### src/rtl/arb_mux.sv
// ============================================================================
// Module   : arb_mux
// Purpose  : N-channel arbitrated multiplexer with a registered output stage.
//            One valid channel is granted per cycle (round-robin or fixed
//            priority). The selected word is held in the output register until
//            the consumer accepts it, together with the index of its source.
// Ports    : clk        - clock, rising edge
//            reset      - synchronous, active-high reset
//            in_valid   - per-channel request (bit i = channel i)
//            in_data    - channel i data at [i*WIDTH +: WIDTH]
//            in_ready   - one-hot (or zero) grant back to the channels
//            out_valid  - output register holds an unconsumed word
//            out_data   - registered selected word
//            out_sel    - index of the channel that supplied out_data
//            out_ready  - consumer accepts when out_valid & out_ready
// Revision : 1.0 - initial release
// ============================================================================
`default_nettype none

module arb_mux #(
    parameter int WIDTH = 32,
    parameter int NCH   = 4,
    parameter int SELW  = (NCH > 1) ? $clog2(NCH) : 1,
    parameter int RR    = 1
) (
    input  logic                 clk,
    input  logic                 reset,
    input  logic [NCH-1:0]       in_valid,
    input  logic [NCH*WIDTH-1:0] in_data,
    output logic [NCH-1:0]       in_ready,
    output logic                 out_valid,
    output logic [WIDTH-1:0]     out_data,
    output logic [SELW-1:0]      out_sel,
    input  logic                 out_ready
);

    // After reset the pointer sits on the last channel so that the search
    // begins at channel 0.
    localparam logic [SELW-1:0] C_LAST_RST = SELW'(NCH - 1);

    logic             r_out_valid;
    logic [WIDTH-1:0] r_out_data;
    logic [SELW-1:0]  r_out_sel;
    logic [SELW-1:0]  r_last;

    logic             w_load;
    logic [SELW-1:0]  w_start;
    logic             w_found;
    logic [SELW-1:0]  w_winner;
    logic             w_xfer;

    // The output register can take a new word when empty or being drained.
    assign w_load = ~r_out_valid | out_ready;

    // First channel examined by the search.
    generate
        if (RR != 0) begin : g_rr_start
            assign w_start = (r_last == C_LAST_RST) ? '0 : (r_last + SELW'(1));
        end else begin : g_fixed_start
            assign w_start = '0;
        end
    endgenerate

    // Circular search from w_start; the first valid channel wins. Only the
    // request vector and pointer feed this, never the data.
    always_comb begin
        int              w_pos;
        logic [SELW-1:0] w_idx;
        w_found  = 1'b0;
        w_winner = '0;
        w_pos    = 0;
        w_idx    = '0;
        for (int k = 0; k < NCH; k++) begin
            w_pos = int'(w_start) + k;
            if (w_pos >= NCH) begin
                w_pos = w_pos - NCH;
            end
            w_idx = SELW'(w_pos);
            if (!w_found && in_valid[w_idx]) begin
                w_found  = 1'b1;
                w_winner = w_idx;
            end
        end
    end

    // No grant while reset is high so no handshake completes on that edge.
    assign w_xfer = w_load & w_found & ~reset;

    always_comb begin
        in_ready = '0;
        if (w_xfer) begin
            in_ready[w_winner] = 1'b1;
        end
    end

    always_ff @(posedge clk) begin
        if (reset) begin
            r_out_valid <= 1'b0;
            r_out_data  <= '0;
            r_out_sel   <= '0;
            r_last      <= C_LAST_RST;
        end else if (w_xfer) begin
            // Covers simultaneous accept + new word: overwrite, no bubble.
            r_out_valid <= 1'b1;
            r_out_data  <= in_data[int'(w_winner)*WIDTH +: WIDTH];
            r_out_sel   <= w_winner;
            if (RR != 0) begin
                r_last <= w_winner;
            end
        end else if (out_ready) begin
            // Drained with nothing new: data and index are left as they were.
            r_out_valid <= 1'b0;
        end
    end

    assign out_valid = r_out_valid;
    assign out_data  = r_out_data;
    assign out_sel   = r_out_sel;

endmodule

`default_nettype wire
### config.mk
export PLATFORM = sky130hd
export DESIGN_NAME = arb_mux
export DESIGN_NICKNAME = d
export VERILOG_FILES = /design/src/rtl/arb_mux.sv
export SDC_FILE = /design/constraint.sdc
export NUM_CORES = 1
export LEC_CHECK = 0
export ABC_AREA = 1
export BUFFER_PORTS_ARGS = -buffer_cell sky130_fd_sc_hd__buf_2
export CAP_MARGIN = 10
export CORE_MARGIN = 5
export CORE_UTILIZATION = 39
export CTS_BUF_LIST = sky130_fd_sc_hd__clkbuf_4 sky130_fd_sc_hd__clkbuf_8
export CTS_CLUSTER_DIAMETER = 200
export DETAILED_ROUTE_END_ITERATION = 8
export GPL_ROUTABILITY_DRIVEN = 0
export MAX_ROUTING_LAYER = met4
export PLACE_DENSITY_LB_ADDON = 0.08
export RECOVER_POWER = 100
export SYNTH_ARGS = -nofsm -noshare
export SYNTH_HDL_FRONTEND = slang
export SYNTH_SLANG_ARGS = --single-unit
### constraint.sdc
create_clock -name clk -period 1.9 [get_ports clk]
set_input_delay 0.19 -clock clk [delete_from_list [all_inputs] [get_ports clk]]
set_output_delay 0.19 -clock clk [all_outputs]
set_load 0.02 [all_outputs]
==> results list, run 1 <==
* Status: complete, but fails checks
* Failing checks: setup timing
- Number of cells in the finished layout apart from fillers: 790
- Detailed placement ended at an HPWL of 7680 um.
- Setup total negative slack on the finished layout was measured at -10.83 ns.
- After detailed routing, the total wire length is 11,900 um.
* Syn Inst Count: 486
- Clock Latency Late Sink: 0.30 ns
* Nets: 826
- Crit path top cell by count: nor2_4
- The number of global-route vias before repair was 3,880.
* Final worst path period share: 122%
- The routed design could run at a clock period as short as 2.33 ns.
- Worst min-delay path class: in -> reg
- The worst setup path is launched from a flip-flop.
* Cell area after synthesis: 2810 um^2
* Clock tree from TritonCTS: built
- For this run, the detailed router's first-pass iteration total came to 5.
- Number of levels in the clock H-tree: 2
- The initial antenna violation count was 0.
- Total vias in the final route: 4,098
- CP endpoint kind: output pin
* Buf+Inv Stages, Crit Path: 3
- The placed instances occupy a cell area of 3940 um^2.
* Cell row count: 31
* DRC: 0
- Summed over all layers, the global routing overflow is 0.
- Slack of the critical path: -0.427 ns
- For the final database, setup skew stands at 0.0118 ns.
- In this design, the stage delay of the slowest critical-path cell is 0.34 ns.
* Number of different library cells in the post-synthesis netlist: 24
- The number of placed instances, taps included, is 752.
- Number of antenna cells inserted: 0
* Syn nets: 622
* Number of top-level design ports: 174
- Sequential area share after synthesis: 26.4%
- Hold repair after CTS inserted 0 buffers.
* Core Box Area: 7140 um^2
* Worst slew slack as a fraction of its limit: 79.3%
* Worst path top cell family by delay: simple AND/OR/NAND/NOR gates
* Peak Freq: 430 MHz
- Of all nets on the critical path, the largest fanout is 5.
- Counting along the longest clock path gives a buffer depth of 2.
- Final Slew Violations: 0
- Clock-pin slew was measured on the worst setup and hold paths at 0.07 ns.
- Buffers inserted during clock tree synthesis total 5.
- The hold violation count in the final report was 0.
- Number of synthesized register bits: 37
- Yosys warning total: 0
- The floorplan step defined a die boundary enclosing 9000 um^2.
- Entering global routing, the biggest net connects 39 pins.
* Max capacitance violation total: 0
- The count of buffers added on input and output ports is 173.
- Wire length of the first global-routing pass: 17,800 um
- Setup violations remaining at the end of the flow were counted as 41.
* CP arrival: 2.14 ns
* Wire length per cell after detailed routing: 15.1 um
- In the final layout, the share of cells above drive strength 1 is 39.4%.
- For the pin with the worst max-slew slack, the measured transition is 0.309 ns.
- The detailed router finished its first iteration with 202 violations.
- Measured along the x axis, the die boundary spans 94.9 um.
- Clock net sink count: 37
- Required time of the critical path: 1.71 ns
- Post-detailed-route count of antenna-violating nets: 0
* Critical path class: reg -> out
- Relative to the synthesized area, the layout overhead comes to 70.1%.
- Setup repair after global routing could not meet its margin everywhere.
* Starting utilization of the core area: 39.3%
- Dividing the detail-routed via count by the number of cells gives 5.19.
- The signal on the critical path passes through ha_4, nor2_4, nand2_2, nand3_2, nand2_2, buf_4, nand4_1, nand2_4, nor2_4, inv_4, nor2_4, buf_6.
* Library cell used as clock root buffer: clkbuf_8
- Global routing used 25.4% of the available tracks across all layers.
- The slowest stage of the critical path is the dfxtp_2 cell.
* Avg Cell Area, Syn: 5.78 um^2
* Final Cell Area: 4780 um^2
* Die Y: 94.9 um
==> layout make-up <==
| cell class | instances | area [um^2] |
|---|---|---|
| multi-input cells | 399 | 2080 |
| clock buffers | 6 | 82.6 |
| fillers | 695 | 2360 |
| clock inverters | 2 | 37.5 |
| inverters | 17 | 76.3 |
| repair buffers | 230 | 1630 |
| well taps | 99 | 124 |
| flip-flops and latches | 37 | 743 |
==> flip-flops by register name (all words and copies together) (netlist names) <==
| name | count |
|---|---|
| out_data | 32 |
| out_sel | 2 |
| out_valid | 1 |
| r_last | 2 |
==> cell families (layout without fill, tap and decap cells) <==
family                     after synthesis  after routing  synth area share, %
and+or+nand+nor                        388            390                 60.9
adders and majority gates                1              1                0.446
DFF                                     37             37                 26.4
buffers and inverters                   52            255                 10.7
AOI/OAI and AO/OA                        8              8                 1.65
==> cell usage in the layout (no fill, tap or decap), drive strengths merged, types with 2 or more instances in the layout <==
master / Yosys / routed
buf: 32 / 193
nand2: 188 / 189
nand3: 155 / 155
clkbuf: 3 / 42
nor2: 41 / 42
dfxtp: 37 / 37
inv: 16 / 16
o21ai: 5 / 5
nand3b: 3 / 3
a31oi: 2 / 2
==> synth_stat cells <==
master      n  area (um^2)
nand2_1   184          691
buf_2      17         85.1
buf_4       8         60.1
nand3b_1    3         22.5
nand2_2     3         18.8
ha_1        1         12.5
clkbuf_1    3         11.3
nor2_1     37          139
clkinv_1    1         3.75
buf_6       7         78.8
nand4_1     1         6.26
a31oi_1     2         12.5
o21ai_2     1         8.76
o21ai_1     1         5.00
a21oi_1     1         5.00
dfxtp_1    37          741
nand2_4     1         11.3
nand3_1   154          771
inv_1      11         41.3
o21ai_0     3         15.0
inv_2       5         18.8
nor2_4      3         33.8
nor2_2      1         6.26
nand3_2     1         10.0
==> what timing repair did <==
action                     CTS  global route
buffers inserted            20             6
resized for setup           78            29
setup endpoints to repair   41            41
pin swaps                   27            17
cloned                       8             1
==> worst paths after layout <==
check	start	slack, ns	depth (start not counted)	endpoint
min reg2reg	out_data[13]	0.47	2	out_data[13]
max reg2reg	r_last[0]	-0.32	16	out_data[10]
max	r_last[0]	-0.43	12	in_ready[2]
min	reset	0.13	2	out_sel[1]
==> through the flow <==
step	utilization [%]	setup WS (ns)	hold WS, ns
6_report	66.9	-0.427	0.130
5_1_grt	66.9	-0.515	0.136
4_1_cts	65.3	-0.326	0.107
3_5_place_dp	55.2	-0.253	0.420
3_3_place_gp	55.2	-0.183	0.414
2_1_floorplan	-	-0.0840	0.259
==> routing by layer <==
metal	GRT usage [%]	vias to the layer above	wire, um
met4	8.29	0	269
met3	3.51	25	890
met2	43.7	188	6060
met1	30.4	1881	4710
li1	-	2004	-
met5	-	-	0
Power of run 1 is left out: the tool's default activity adds up to more than one toggle a clock period on the data nets, which glitch-free logic cannot reach.
==> run 2: changes to the inputs <==
- GPL_TIMING_DRIVEN: default -> 0
- SLEW_MARGIN: default -> 20
- clock period: 1.9 -> 2.7 ns (I/O delays scaled with it)
==> run 2 against run 1 <==
Net effect: the run now ends clean; die area unchanged; critical endpoint is now in_ready[0]; sequential cell count unchanged; critical path depth up 1; setup slack better by 0.56 ns; first-iteration DRC count up 9.9%; sequential share of layout area up 3.1 points; clock skew down 0.0099 ns; largest cell class unchanged; critical path type unchanged; wire length down 10%; non-clock buffer count down 13.
==> results list, run 2 (synthesis results as in run 1) <==
- Status: completed
- The startpoint identified for the worst hold timing path is reset.
- Max FO, Critical Path: 10 (+5)
- The total I/O pin count was 174 (unchanged).
- The detailed router's first-iteration violation count came to 222 (+9.9%).
- The worst hold slack after final layout was 0.191 ns (+0.0606 ns).
* Power share of the clock group: 5.5%
- Sequential cell area: 746 um^2 (+0.34%)
- Max capacitance violation total: 0 (unchanged)
- Sequential power share: 12.9%
- The post-placement worst setup slack is 0.120 ns (+0.373 ns).
* Library cell used as clock root buffer: clkbuf_8
- The top cell types in the final layout, fill and taps aside, are nand2_1 (181), nand3_1 (154), buf_2 (153).
- The largest net degree at the start of global routing is 12 (-69%).
- The hold-fix buffer count after cts came to 0 (unchanged).
* Fraction of final layout cells with drive strength greater than 1: 31.5% (-7.9 points)
* Total wire length: 10,700 um (-10%)
* Wire length of the first global-routing pass: 16,400 um (-8.0%)
- The insertion delay to the later sink of the worst-skew pair came to 0.28 ns (-0.02 ns).
- STA classifies the critical path endpoint as an output pin.
- Leakage Power: 2.20 nW
- Final worst path period share: 95.1%
* Final hold vios: 0 (unchanged)
- Critical Path Start Type: flip-flop
* Wire length per cell after detailed routing: 13.8 um (-8.7%)
* Starting utilization of the core area: 39.3% (unchanged)
- The number of nets at the end of the flow came to 812 (-1.7%).
- The remaining global-route overflow came to 0 (unchanged).
- Share of power burned in combinational logic: 81.6%
- The pin slew with the least headroom to its limit was 0.527 ns (+0.218 ns).
- Peak supply drop: 0.772 mV
- Core Box Area: 7140 um^2 (unchanged)
- The maximum clock insertion buffer count came to 2 (unchanged).
* Filler Cell Count: 792 (+14%)
* CP arrival: 2.30 ns (+0.16 ns)
* CTS buffer count: 5 (unchanged)
- The initial antenna violation count is 0 (unchanged).
* Footprint of the multi-input gates: 1830 um^2 (-12%)
- TritonCTS built the clock tree.
- The number of placement rows was 31 (unchanged).
- The number of diodes added for antenna fixing is 0 (unchanged).
- Critical path class: reg -> out
- Sw power: 4.27 mW
- Leaving out fill and tap cells, the most frequent cell in the layout is nand2_1.
- Static timing analysis puts the maximum clock frequency at 390 MHz.
* Syn-to-layout area delta: 42.6%
* DRC: 0 (unchanged)
- The depth of the CTS H-tree is 2 (unchanged).
- The required time of the worst setup path is 2.43 ns (+0.72 ns).
- Clock transition at the register clock pins on the worst setup and hold paths after CTS: 0.07 ns (about the same)
* Via count of the first global-routing pass: 3,590 (-7.5%)
* All-Layer GR Usage: 23.4% (-2.0 points)
- The die boundary width was 94.9 um (unchanged).
- Cell total after placement: 758 (+0.80%)
- Half-perimeter wire length of the detailed placement result: 8260 um (+7.5%)
* Setup TNS after final layout: 0 ns (+10.83 ns)
* Max reg flops: 32 (unchanged)
- Clock net sink count: 37 (unchanged)
- Placed cell areas: 3800 um^2 (-3.7%)
- Total power density per cell area: 1930 nW/um^2
- Die Y: 94.9 um (unchanged)
- Total vias in the final route: 3,868 (-5.6%)
- Share of total power consumed by net switching: 55.3%
- Slack of the critical path: 0.134 ns (+0.561 ns)
- The setup clock skew after layout was 0.00191 ns (-0.00988 ns).
* Launch point of the worst reg-to-reg path: r_last[0]
- Final Cell Area: 4000 um^2 (-16%)
- Post-detailed-route count of antenna-violating nets: 0 (unchanged)
* Launching instance or port of the critical path: r_last[0]
- Via-per-instance ratio: 4.98 (-3.9%)
- The relative max-transition margin was 64.9% (-14 points).
- The number of max-slew violations in the final report was 0 (unchanged).
- The worst path in the final design needs a cycle of 2.57 ns, including I/O delays and setup.
- Number of port buffers: 173 (unchanged)
* First-pass iteration count of the detailed router: 4 (-1)
- The count of placed standard cells in the final layout, fillers left out is 776 (-1.8%).
- Worst min-delay path class: in -> reg
- The internal power of the cells totals 3.45 mW.
* RSZ-0062 raised after global routing: true
* Final setup violating endpoints: 0 (-100%)
* Overall die area: 9000 um^2 (unchanged)
-- run 2: changes by cell type in the layout (fill, tap and decap cells not counted), moves of 9 or more --
cell,before,now
buf_6,14,5
nand2_1,162,181
buf_2,134,153
nand2_2,20,6
nand3_1,138,154
nand3_2,14,0
buf_12,12,1
-- run 2: worst max-delay path, cell delays in order, from the launching register on --
cell and delay [ns]:
dfxtp_4 0.36, ha_4 0.31, inv_2 0.07, nand2_1 0.07
nand2_1 0.09, nand2_1 0.09, nand2_2 0.07, nor2_2 0.12
nand3b_1 0.15, nand3_4 0.13, buf_6 0.15, buf_4 0.18
nor2_1 0.06, buf_4 0.15
-- run 2: worst paths after layout --
kind	endpoint	slack, ns	depth (start not counted)
worst max-delay path	in_ready[0]	0.13	13
worst min-delay path	out_sel[1]	0.19	2
worst max register to register	out_data[28]	0.46	16
worst min register to register	out_sel[1]	0.47	2
-- run 2: power by group through the flow --
stage / Combinational [mW] / Clock [mW] / Sequential (mW)
3_3_place_gp: 5.76 / 0 / 0.983
6_report: 6.30 / 0.428 / 0.996
3_5_place_dp: 5.84 / 0 / 0.984
2_1_floorplan: 4.06 / 0 / 1.28
5_1_grt: 7.00 / 0.467 / 1.02
4_1_cts: 5.91 / 0.445 / 0.989
-- run 2: what timing repair did --
item	CTS	global route
buffers inserted	0	10
gates cloned	1	0
pin swaps	1	5
setup endpoints to repair	4	4
resized for setup	7	13
-- run 2: metal layers --
| layer | routed length (um) | up-vias | GRT usage, % |
|---|---|---|---|
| li1 | - | 1969 | - |
| met1 | 4510 | 1717 | 29.7 |
| met2 | 5110 | 159 | 38.5 |
| met3 | 843 | 23 | 3.27 |
| met4 | 233 | 0 | 7.45 |
| met5 | 0 | - | - |
-- run 2: area by class of cell --
cell class                      count  share of cell area, %
Tap cell                           99                   3.09
Sequential cell                    37                   18.6
Buffer                             34                   5.81
Clock inverter                      1                  0.125
Clock buffer                        7                   2.41
Timing Repair Buffer              183                   22.5
Inverter                           17                   1.59
Multi-Input combinational cell    398                   45.8
-- run 2: through the flow --
step | power (mW) | utilization, %
2_1_floorplan | 5.33 | -
3_3_place_gp | 6.74 | 53.2
3_5_place_dp | 6.82 | 53.2
4_1_cts | 7.35 | 55.0
5_1_grt | 8.49 | 56.1
6_report | 7.72 | 56.1
Power figures use the tool's default switching activity.
==> run 3: changes to the inputs <==
- GPL_TIMING_DRIVEN: 0 -> 1
==> run 3 against run 2 <==
Net effect: hold slack improved by 0.016 ns; sequential cell count unchanged; non-clock buffer count decreased by 28; sequential share of layout area increased by 1.1 points; clock power about the same; via count decreased by 2.7%; critical path type unchanged; largest cell class unchanged.
==> results list, run 3 (synthesis results as in run 1) <==
* Status: completed
- Number of levels in the clock H-tree: 2 (unchanged)
- The worst setup path is captured at an output pin.
* CP arrival: 2.30 ns (about the same)
- Cell-by-cell listing of the critical path: ha_4, nor2_4, clkbuf_2, nand2_1, nand2_1, nand2_1, nand2_2, nor2_1, nand3b_1, nand3_2, nor2_1, buf_2
- The max-cap check violation count is 0 (unchanged).
* Peak Freq: 389 MHz (-0.24%)
* Startpoint of the tightest hold check path: reset
- Commonest cells after routing, fill and taps aside: nand2_1 (183), nand3_1 (152), buf_2 (138)
* Number of top-level design ports: 174 (unchanged)
- The total half-perimeter wirelength after legalization and detailed placement is 7260 um (-12%).
- Number of cells in the finished layout apart from fillers: 747 (-3.7%)
- The clock-pin slew on the worst setup and hold paths came to 0.07 ns (about the same).
- Grt ovf: 0 (unchanged)
* Library cell used as clock root buffer: clkbuf_8
* Total wire length: 9890 um (-7.6%)
* Clock Latency Late Sink: 0.28 ns (about the same)
* Max reg flops: 32 (unchanged)
- Clock net sink count: 37 (unchanged)
* Cell row count: 31 (unchanged)
- Post-detailed-route count of antenna-violating nets: 0 (unchanged)
- The number of nets at the end of the flow is 783 (-3.6%).
- For hold timing, the worst endpoint is out_sel[1].
- Maximum clock path buffer count: 2 (unchanged)
- The static leakage power is 2.09 nW (-4.8%).
* Worst Skew: 0.00172 ns (-0.000193 ns)
* Wire length of the first global-routing pass: 15,400 um (-5.7%)
- Clock tree from TritonCTS: built
- Die Y: 94.9 um (unchanged)
- Worst min-delay path class: in -> reg
- The summed area of non-filler cells in the final layout came to 3780 um^2 (-5.6%).
- The floorplan die area is 9000 um^2 (unchanged).
- The first-pass iteration count of the detailed router was 4 (unchanged).
* Total vias in the final route: 3,765 (-2.7%)
- Setup slack of the worst register-to-register path: 0.19 ns (-0.27 ns)
- Slew at the pin closest to its max-slew limit: 0.641 ns (+0.115 ns)
* CTS buffer count: 5 (unchanged)
* Crit path top cell by count: nand2_1
- Total power density per cell area: 1800 nW/um^2 (-6.5%)
* Cells on Worst Hold Path: 2 (unchanged)
* DRC: 0 (unchanged)
- The maximum fanout encountered on the critical timing path is 10 (unchanged).
- Pin count of the biggest net entering global routing: 65 (+53)
- The die boundary width came to 94.9 um (unchanged).
- Final hold vios: 0 (unchanged)
- Syn-to-layout area delta: 34.7%
* Antenna violations before repair: 0 (unchanged)
- The number of I/O port buffers was 173 (unchanged).
* All-Layer GR Usage: 21.5% (-2.0 points)
- The post-route clock period utilization was 95.3% (+0.23 points).
- The post-placement worst setup slack came to 0.178 ns (+0.0573 ns).
* Overall Power: 6.81 mW (-12%)
* Wire length per cell after detailed routing: 13.2 um (-4.0%)
- Critical Path Start Type: flip-flop
- Among all stages on the critical path, the largest delay is contributed by dfxtp_4.
- RSZ-0062 raised after global routing: true
- Worst slew slack as a fraction of its limit: 57.3% (-7.6 points)
- Slack of the critical path: 0.127 ns (-0.00613 ns)
- Drt initial violations: 186 (-16%)
* Critical path class: reg -> out
- The number of cells on the worst reg-to-reg path is 13 (-3).
- Starting utilization of the core area: 39.3% (unchanged)
- Worst path top cell family by delay: simple AND/OR/NAND/NOR gates
* Highest cell delay on the worst timing path: 0.37 ns (about the same)
* Placed cell areas: 3670 um^2 (-3.4%)
- The number of max-slew violations in the final report is 0 (unchanged).
* Commonest non-fill, non-tap cell in the layout: nand2_1
- Number of antenna cells inserted: 0 (unchanged)
- Via count of the first global-routing pass: 3,562 (-0.78%)
- Fin crit period: 2.57 ns (+0.00613 ns)
- Hold slack: 0.207 ns (+0.0163 ns)
- The largest vdd supply drop is 1.27 mV (+65%).
- Reg2Reg Capture Point: out_data[3]
* Launch point of the worst reg-to-reg path: r_last[0]
- Via-per-instance ratio: 5.04 (+1.1%)
- The total core area was 7140 um^2 (unchanged).
- Required time of the critical path: 2.43 ns (about the same)
* Cell total after placement: 735 (-3.0%)
* Buf+Inv Stages, Crit Path: 2 (-2)
- Fraction of final layout cells with drive strength greater than 1: 28.1% (-3.4 points)
* Final setup violating endpoints: 0 (unchanged)
## run 3: worst max path at each step
stage	startpoint	to	cells past startpoint
after CTS	r_last[0]	in_ready[1]	11
after global placement	r_last[0]	out_data[3]	14
final	r_last[0]	in_ready[0]	12
after detailed placement	r_last[0]	out_data[3]	15
after global routing	r_last[0]	in_ready[3]	12
after floorplan	r_last[0]	in_ready[0]	14
## run 3: area by class of cell
cell class	count	area (um^2)
fillers	834	3360
multi-input cells	397	1810
repair buffers	189	942
flip-flops and latches	37	744
well taps	99	124
clock buffers	7	96.3
inverters	17	63.8
clock inverters	1	5.00
## run 3: through the flow
stage | utilization (%) | TNS [ns]
floorplan | - | 0
global placement | 51.4 | 0
detailed placement | 51.4 | 0
CTS | 53.1 | 0
global route | 53.0 | -0.0845
finish | 53.0 | 0
## run 3: repair_timing
action / CTS / global route
gates resized for setup: 2 / 6
buffers inserted: 2 / 2
pin swaps: 1 / 2
hold buffers: 0 / 0
endpoints found under the setup margin: 4 / 36
cloned: 0 / 0
## run 3: metal layers
metal,vias to the layer above,global-route usage [%],routed length (um)
li1,1905,-,-
met1,1694,25.4,4090
met2,152,37.0,4850
met3,14,4.38,793
met4,0,5.65,155
met5,-,-,0
## run 3: worst reg2reg max path, stage by stage, from the launching register on
cell	delay, ns
dfxtp_4	0.37
ha_4	0.18
nor2_4	0.17
clkbuf_2	0.19
nand2_1	0.09
nand3_1	0.10
nand2_1	0.12
nand4_1	0.20
buf_4	0.56
nand3_1	0.14
nand3_1	0.12
nand2_1	0.06
nand2_1	0.05
nand2_1	0.05
## run 3: where the power goes
part           internal (mW)  switching, mW
combinational           1.81           3.58
clock                  0.231          0.198
sequential             0.846          0.149
total                   2.89           3.92
